## config.mk

```make
export PLATFORM = sky130hd
export DESIGN_NAME = jpeg_bitstream_fifo_reader
export DESIGN_NICKNAME = d
export VERILOG_FILES = /design/src/rtl/jpeg_bitstream_fifo_reader.sv
export SDC_FILE = /design/constraint.sdc
export NUM_CORES = 1
export LEC_CHECK = 0
export ABC_AREA = 1
export CAP_MARGIN = 20
export CORE_MARGIN = 2
export CORE_UTILIZATION = 50
export DETAILED_ROUTE_END_ITERATION = 10
export PLACE_DENSITY = 0.82
export SLEW_MARGIN = 30
export SYNTH_ARGS = -nofsm -noshare
export SYNTH_HDL_FRONTEND = slang
export SYNTH_SLANG_ARGS = --single-unit
```

## constraint.sdc

```tcl
create_clock -name rclk -period 3.4 [get_ports rclk]
set_clock_uncertainty 0.05 [all_clocks]
set_input_delay 0.68 -clock rclk [delete_from_list [all_inputs] [get_ports rclk]]
set_output_delay 0.68 -clock rclk [all_outputs]
set_load 0.02 [all_outputs]
```

## src/rtl/jpeg_bitstream_fifo_reader.sv

```systemverilog
// Read-side drain engine for the JPEG bitstream FIFO: pulls fixed-size bursts (or a
// short tail on flush) out of the FIFO read port and presents them as a framed
// valid/ready stream for the DDR write master. Single clock domain (rclk).
module jpeg_bitstream_fifo_reader #(
  parameter int unsigned DATA_WIDTH     = 32,
  parameter int unsigned RD_DEPTH_WIDTH = 9,
  parameter int unsigned BURST_LEN      = 16
) (
  input  logic                      rclk,
  input  logic                      rrst_n,
  output logic                      fifo_r_en,
  input  logic [DATA_WIDTH-1:0]     fifo_rdata,
  input  logic                      fifo_rempty,
  input  logic [RD_DEPTH_WIDTH:0]   fifo_rd_water_level,
  input  logic                      flush_req,
  output logic                      flush_done,
  output logic                      burst_start,
  output logic [RD_DEPTH_WIDTH:0]   burst_len,
  output logic                      m_valid,
  output logic [DATA_WIDTH-1:0]     m_data,
  output logic                      m_last,
  input  logic                      m_ready,
  output logic                      busy,
  output logic [15:0]               burst_cnt
);

  localparam int unsigned LW = RD_DEPTH_WIDTH + 1;
  localparam logic [LW-1:0] FullLen = LW'(BURST_LEN);

  typedef enum logic [1:0] {StIdle, StRead, StSettle} state_e;

  state_e                state_q, state_d;
  logic                  flush_pend_q, flush_pend_d;
  logic                  start_q, start_d;
  logic [LW-1:0]         len_q, len_d;
  logic [LW-1:0]         req_cnt_q, req_cnt_d;   // reads issued this burst
  logic [LW-1:0]         wr_cnt_q, wr_cnt_d;     // words pushed into the buffer this burst
  logic                  rvalid_q;               // read issued last cycle, data on fifo_rdata now
  logic [DATA_WIDTH-1:0] buf_data_q [2];
  logic [1:0]            buf_last_q;
  logic                  buf_rd_q, buf_wr_q;
  logic [1:0]            buf_cnt_q;
  logic [15:0]           burst_cnt_q;

  logic                  pop, push, push_last, last_hs, credit;
  logic                  level_zero, full_go, flush_go;
  logic [2:0]            occ;

  assign level_zero = (fifo_rd_water_level == '0);
  assign full_go    = (fifo_rd_water_level >= FullLen);
  assign flush_go   = flush_pend_q && !level_zero && (fifo_rd_water_level < FullLen);

  assign m_valid = (buf_cnt_q != 2'd0);
  assign m_data  = buf_data_q[buf_rd_q];
  assign m_last  = m_valid && buf_last_q[buf_rd_q];
  assign pop     = m_valid && m_ready;
  assign push    = rvalid_q;
  assign last_hs = pop && m_last;

  assign push_last = ((wr_cnt_q + LW'(1)) == len_q);

  // Space check: what the buffer will hold next cycle, counting the word in flight.
  assign occ    = {1'b0, buf_cnt_q} + {2'b00, rvalid_q} - {2'b00, pop};
  assign credit = (occ < 3'd2);

  // The first READ cycle only announces the burst; reads start one cycle later.
  assign fifo_r_en = (state_q == StRead) && !start_q && (req_cnt_q < len_q) &&
                     !fifo_rempty && credit;

  assign burst_start = start_q;
  assign burst_len   = len_q;
  assign busy        = (state_q != StIdle);
  assign burst_cnt   = burst_cnt_q;

  // Next-state logic: burst selection in IDLE, flush bookkeeping, counters.
  always_comb begin
    state_d      = state_q;
    start_d      = 1'b0;
    len_d        = len_q;
    req_cnt_d    = req_cnt_q;
    wr_cnt_d     = wr_cnt_q;
    flush_done   = 1'b0;
    flush_pend_d = flush_pend_q | flush_req;
    if (fifo_r_en) req_cnt_d = req_cnt_q + LW'(1);
    if (push)      wr_cnt_d  = wr_cnt_q + LW'(1);
    unique case (state_q)
      StIdle: begin
        if (full_go) begin
          state_d   = StRead;
          start_d   = 1'b1;
          len_d     = FullLen;
          req_cnt_d = '0;
          wr_cnt_d  = '0;
        end else if (flush_go) begin
          state_d   = StRead;
          start_d   = 1'b1;
          len_d     = fifo_rd_water_level;
          req_cnt_d = '0;
          wr_cnt_d  = '0;
        end else if (flush_pend_q && level_zero) begin
          flush_done   = 1'b1;
          flush_pend_d = flush_req;
        end
      end
      StRead: begin
        if (last_hs) state_d = StSettle;
      end
      // One idle cycle so the registered level catches up with the final reads.
      StSettle: state_d = StIdle;
      default:  state_d = StIdle;
    endcase
  end

  // Control state registers.
  always_ff @(posedge rclk) begin
    if (!rrst_n) begin
      state_q      <= StIdle;
      flush_pend_q <= 1'b0;
      start_q      <= 1'b0;
      len_q        <= '0;
      req_cnt_q    <= '0;
      wr_cnt_q     <= '0;
      rvalid_q     <= 1'b0;
      burst_cnt_q  <= '0;
    end else begin
      state_q      <= state_d;
      flush_pend_q <= flush_pend_d;
      start_q      <= start_d;
      len_q        <= len_d;
      req_cnt_q    <= req_cnt_d;
      wr_cnt_q     <= wr_cnt_d;
      rvalid_q     <= fifo_r_en;
      if (last_hs) burst_cnt_q <= burst_cnt_q + 16'd1;
    end
  end

  // Two-entry output buffer; returning data always has room thanks to the credit check.
  always_ff @(posedge rclk) begin
    if (!rrst_n) begin
      buf_data_q[0] <= '0;
      buf_data_q[1] <= '0;
      buf_last_q    <= '0;
      buf_rd_q      <= 1'b0;
      buf_wr_q      <= 1'b0;
      buf_cnt_q     <= 2'd0;
    end else begin
      if (push) begin
        buf_data_q[buf_wr_q] <= fifo_rdata;
        buf_last_q[buf_wr_q] <= push_last;
        buf_wr_q             <= ~buf_wr_q;
      end
      if (pop) buf_rd_q <= ~buf_rd_q;
      case ({push, pop})
        2'b10:   buf_cnt_q <= buf_cnt_q + 2'd1;
        2'b01:   buf_cnt_q <= buf_cnt_q - 2'd1;
        default: buf_cnt_q <= buf_cnt_q;
      endcase
    end
  end

endmodule

```

* Word level (Yosys, flattened, before mapping)
Memories as Yosys holds them, arrays and structs flattened. A register that Yosys moved wholly into a read port is not among the register bits.
Index checks and enable logic that the tools add are counted.
** Word-level totals
- Flip-flop bits (word level) :: 57
- Memory bits (writable) :: 64
- Bits of input ports :: 47
- Output and inout port bits :: 64
- Logic and storage cells :: 99
- Memories :: 1
** Memories
- buf_data_q :: depth 2, width 32, rd ports 1, clocked after memory_dff 1, wr ports 2, RTL line 39 : logic [DATA_WIDTH-1:0] buf_data_q [2];
** Cells by class
- $add $sub $neg :: 7
- $lt $le $gt $ge :: 7
- Equality and inequality tests :: 6
- Multiplexer cells :: 39
- Bitwise operators :: 3
- Reductions and logical operators :: 24
** Operator list (count)
- $mux 10 :: 10
- $mux 32 :: 1
- $reduce_or 32->1 :: 1
- $mux 1 :: 21
- $add 10x1->10 const B :: 2
- $add 16x1->16 const B :: 1
- $logic_and 1x1->1 :: 11
- $eq 10x10->1 :: 1
- $ge 10x5->1 const B :: 1
- $logic_not 10->1 :: 1
- $lt 10x10->1 :: 1
- $lt 10x5->1 const B :: 1
- $pmux 2 s2 :: 2
- $reduce_bool 2->1 :: 4
- $mux 2 :: 3
- $reduce_and 2->1 :: 3
- $eq 2x1->1 const B :: 2
- $lt 1x2->1 const B :: 2
- $add 2x1->3 :: 1
- $logic_not 1->1 :: 3
- $lt 3x2->1 const B :: 1
- $ne 3x3->1 const B :: 1
- $sub 3x1->3 :: 1
- $add 2x1->2 const B :: 1
- 9 further kinds :: 10

* Logic depth before layout (Yosys ltp)
- Depth in word-level cells :: 9
- Gate-level depth with buffers :: 21
- Gate-level depth less buffers :: 20

* Worst setup path after synthesis
OpenSTA, ideal clock, no wires.
- Path kind :: input to output
- From :: input m_ready
- To :: output fifo_r_en
- Arrival time :: 2.458 ns
- Required time :: 2.670 ns
- Setup slack :: 0.212 ns
- Stages :: 14
- Path buffers :: 0
- Cells stage by stage :: nand2_2 > inv_1 > ha_1 > nor2_1 > inv_1 > fa_1 > inv_1 > nor2_1 > nand2_1 > nor2_1 > nand2_1 > nor2_1 > nand2_1 > inv_1
** On the way
- Cells in the longest elaborated chain, start to end :: 4
** RTL lines
- from (decl) :: RTL line 22 : input logic m_ready,
- $logic_and 1x1->1 :: RTL line 56 : assign pop = m_valid && m_ready;
- via pop :: RTL line 45 : logic pop, push, push_last, last_hs, credit;
- $sub 3x1->3 :: RTL line 63 : assign occ = {1'b0, buf_cnt_q} + {2'b00, rvalid_q} - {2'b00, pop};
- $lt 3x2->1 :: RTL line 64 : assign credit = (occ < 3'd2);
- $logic_and 1x1->1 :: RTL line 68 : !fifo_rempty && credit;
- to (decl) :: RTL line 11 : output logic fifo_r_en,
The timed path passes the listed nets, and every way through them passes these cells.

* Final worst setup path
Ends and elaborated chain as after synthesis.

==> impl_metrics.json <==
{
  "dr.first_iter.drc_count": 251,
  "leakagePower_nw": 3.166,
  "r2r_end": "req_cnt_q[6]",
  "antennaDiodeCount": 0,
  "setup_slack_ns": 0.08402,
  "syn_area_um2": 5719,
  "cts.sinks": 122,
  "grt_pass1_wl_mm": 21.60,
  "crit_chain": "clkdlybuf4s15_1, nand2_2, inv_2, ha_4, nor2_4, inv_2, fa_1, inv_1, nor2_1, nand2_1, nor2_1, nand2_1, nor2_2, nand2_2, inv_2, buf_6",
  "die_y_um": 111.0,
  "htree_num_levels": 4,
  "synthFlopType": "edfxtp_1",
  "synthXorXnorAreaFrac_pct": 1.838,
  "postSynthAreaPerCell_um2": 8.964,
  "netlist-cell-type-count": 33,
  "final_nets": 831,
  "synth-seq-cells": 122,
  "sw_frac_of_total_pct": 21.14,
  "synth_fp_nets": 700,
  "clock_power_share_pct": 49.6,
  "start_util_pct": 50.74,
  "fillCellCount": 841,
  "worst-setup-path-type": "in -> out",
  "avgViaCountPerCell": 5.156,
  "port-buffer-count": 110,
  "drc": 0,
  "crit_path_end": "fifo_r_en",
  "worstMarginPinSlew_ns": 0.4794,
  "holdCritPathClass": "reg -> reg",
  "path_clk_slew_ns": 0.06,
  "root_buffer": "clkbuf_16",
  "cpPeakStageDelay_ns": 0.49,
  "drive_gt1_share_pct": 12.92,
  "cp_common_cell": "inv_2",
  "rrSetupSlack_ns": 0.73,
  "via_count": 4769,
  "cp_data_arrival_time_ns": 2.59,
  "yosysSeqAreaShare_pct": 53.91,
  "rr_worst_depth": 18,
  "dp_hpwl_mm": 9.192,
  "routed_wl_mm": 13.23,
  "slew_headroom_pct": 67.94,
  "clk_latency_ns": 0.40,
  "drt-pass1-iter-count": 4,
  "hold_viol": 0,
  "synthSimpleGateAreaFrac_pct": 21.33,
  "dieArea_um2": 12310,
  "crit_required_ns": 2.67,
  "ant_nets": 0,
  "powerDensity_nw_per_um2": 484.1,
  "startpoint": "m_ready",
  "grt_pass1_vias": 4694,
  "critPathSlowestCell": "fa_1",
  "synth_edf_count": 64,
  "grt_overflow": 0,
  "antenna_found_initial": 0,
  "final_cell_mix": "nor2_1 (120), clkdlybuf4s50_1 (108), inv_1 (92)",
  "cts_buffer_depth": 2,
  "cts_tree": "yes",
  "yosys_warnings": 0,
  "synth_compound_area_share_pct": 5.447,
  "final_common_cell": "nor2_1",
  "status": "finished clean",
  "core_um2": 11270,
  "rsz0062_at_grt": "true",
  "yosys.area_share.adder_pct": 3.413,
  "wl_per_cell_um": 14.31,
  "synth_top_family_by_area": "simple AND/OR/NAND/NOR gates",
  "numCtsBuffers": 17,
  "period_needed_ns": 3.316,
  "tns_ns": 0,
  "pwr-share-seq_pct": 42.8,
  "num_io_pins": 111,
  "slew_violations": 0,
  "timing.rr.start": "buf_cnt_q[0]",
  "row_count": 39,
  "die_w_um": 111.0,
  "synthCells": 638,
  "p_switching_mw": 0.7889,
  "fmax_mhz": 301.6,
  "comb_power_share_pct": 7.6,
  "p_int_mw": 2.943,
  "place_worst_setup_slack_ns": -0.7913,
  "synthMuxAreaShare_pct": 6.301,
  "syn_to_final_growth_pct": 34.81,
  "fin_crit_sh_pct": 97.53,
  "crit_path_max_fanout": 2,
  "cap_violations": 0,
  "grt_max_degree": 35,
  "async_reset_ff_share_pct": 0,
  "end_kind": "primary output",
  "finalWeightedCongestion": 0.8478,
  "start_kind": "input port",
  "grt_util_all_layers_pct": 21.70,
  "peakVddDrop_mv": 0.3206,
  "setup_viol": 0
}
==> how the worst min path moves through the flow <==
stage / depth (start not counted) / startpoint / slack, ns / end
after floorplan: 1 / state_q[1] / 0.37 / state_q[1]
after global placement: 1 / state_q[1] / 0.39 / state_q[1]
after detailed placement: 1 / state_q[1] / 0.39 / state_q[1]
after CTS: 1 / state_q[1] / 0.40 / state_q[1]
after global routing: 1 / state_q[1] / 0.44 / state_q[1]
final: 1 / state_q[1] / 0.40 / state_q[1]
==> cell usage after synthesis, types with 3 or more instances <==
cell type / n / share of area [%]
nand2_1: 90 / 5.9
nor3_1: 13 / 1.1
xnor2_1: 3 / 0.46
o21ai_0: 20 / 1.8
nor4_1: 5 / 0.55
buf_2: 4 / 0.35
buf_1: 3 / 0.20
edfxtp_1: 64 / 34
dfxtp_1: 58 / 20
nand2_2: 3 / 0.33
nor3b_1: 3 / 0.39
a21oi_1: 28 / 2.5
mux2_2: 32 / 6.3
nor2_1: 122 / 8.0
a211oi_1: 5 / 0.66
nand3_1: 27 / 2.4
inv_1: 95 / 6.2
nand4_1: 10 / 1.1
ha_1: 14 / 3.1
xor2_1: 9 / 1.4
inv_2: 3 / 0.20
clkbuf_1: 10 / 0.66
==> power groups by stage <==
stage                     clock (mW)  combinational, mW  sequential, mW
final                           1.85              0.284            1.60
after global routing            1.94              0.306            1.60
after CTS                       1.87              0.285            1.60
after detailed placement           0              0.279            1.63
after global placement             0              0.274            1.62
after floorplan                    0              0.134            1.63
==> worst max-delay path: cells and delay by family <==
family,cells,cell delay (ns)
adder cells (fa/ha/maj),2,0.71
buffers and inverters,6,0.52
AND/OR/NAND/NOR,8,0.68
==> per-layer routing <==
metal / up-vias / wire, µm / GRT usage [%]
met3: 12 / 804 / 6.288
met5: - / 0 / 0
li1: 2350 / - / -
met4: 0 / 144 / 6.667
met1: 2247 / 5513 / 25.82
met2: 160 / 6771 / 38.04
==> per-stage QoR <==
stage / power [mW] / util (%) / std cells / area [µm²] / hold slack [ns]
2_1_floorplan: 1.760 / - / 638 / 5719 / 0.3732
3_3_place_gp: 1.898 / 62.75 / 893 / 7073 / 0.3863
3_5_place_dp: 1.907 / 62.75 / 893 / 7073 / 0.3938
4_1_cts: 3.758 / 68.39 / 925 / 7709 / 0.4008
5_1_grt: 3.847 / 68.40 / 925 / 7710 / 0.4448
6_report: 3.732 / 68.40 / 925 / 7710 / 0.4017
==> area by class of cell <==
class / count / area, µm² / area share, %
inverters: 100 / 375.4 / 4.869
well taps: 143 / 178.9 / 2.321
clock inverters: 13 / 176.4 / 2.288
repair buffers: 129 / 1245 / 16.15
multi-input cells: 399 / 2217 / 28.76
clock buffers: 19 / 432.9 / 5.615
flip-flops and latches: 122 / 3084 / 40.00
==> cell families (layout without fill, tap and decap cells) <==
kind of cell / Yosys count / after routing
AOI/OAI and AO/OA: 58 / 58
xor gates and xnor gates: 12 / 12
adders and majority gates: 15 / 15
buffers and inverters: 117 / 261
DFF: 122 / 122
muxes: 32 / 32
and+or+nand+nor: 282 / 282
==> registers in the layout (all words and copies together), names as in the netlist, named ones only <==
name          cells
buf_data_q       64
burst_cnt        16
buf_last_q        2
flush_pend_q      1
buf_wr_q          1
wr_cnt_q         10
burst_len        10
push              1
state_q           2
buf_cnt_q         2
req_cnt_q        10
burst_start       1
buf_rd_q          1
==> what timing repair did <==
| item | in CTS | in global routing |
|---|---|---|
| pin swaps | 5 | 2 |
| endpoints found under the setup margin | 1 | 1 |
| resized for setup | 14 | 3 |
| setup buffers | 0 | 0 |
| hold buffers | 0 | 0 |
(Power assumes the default switching activity.)
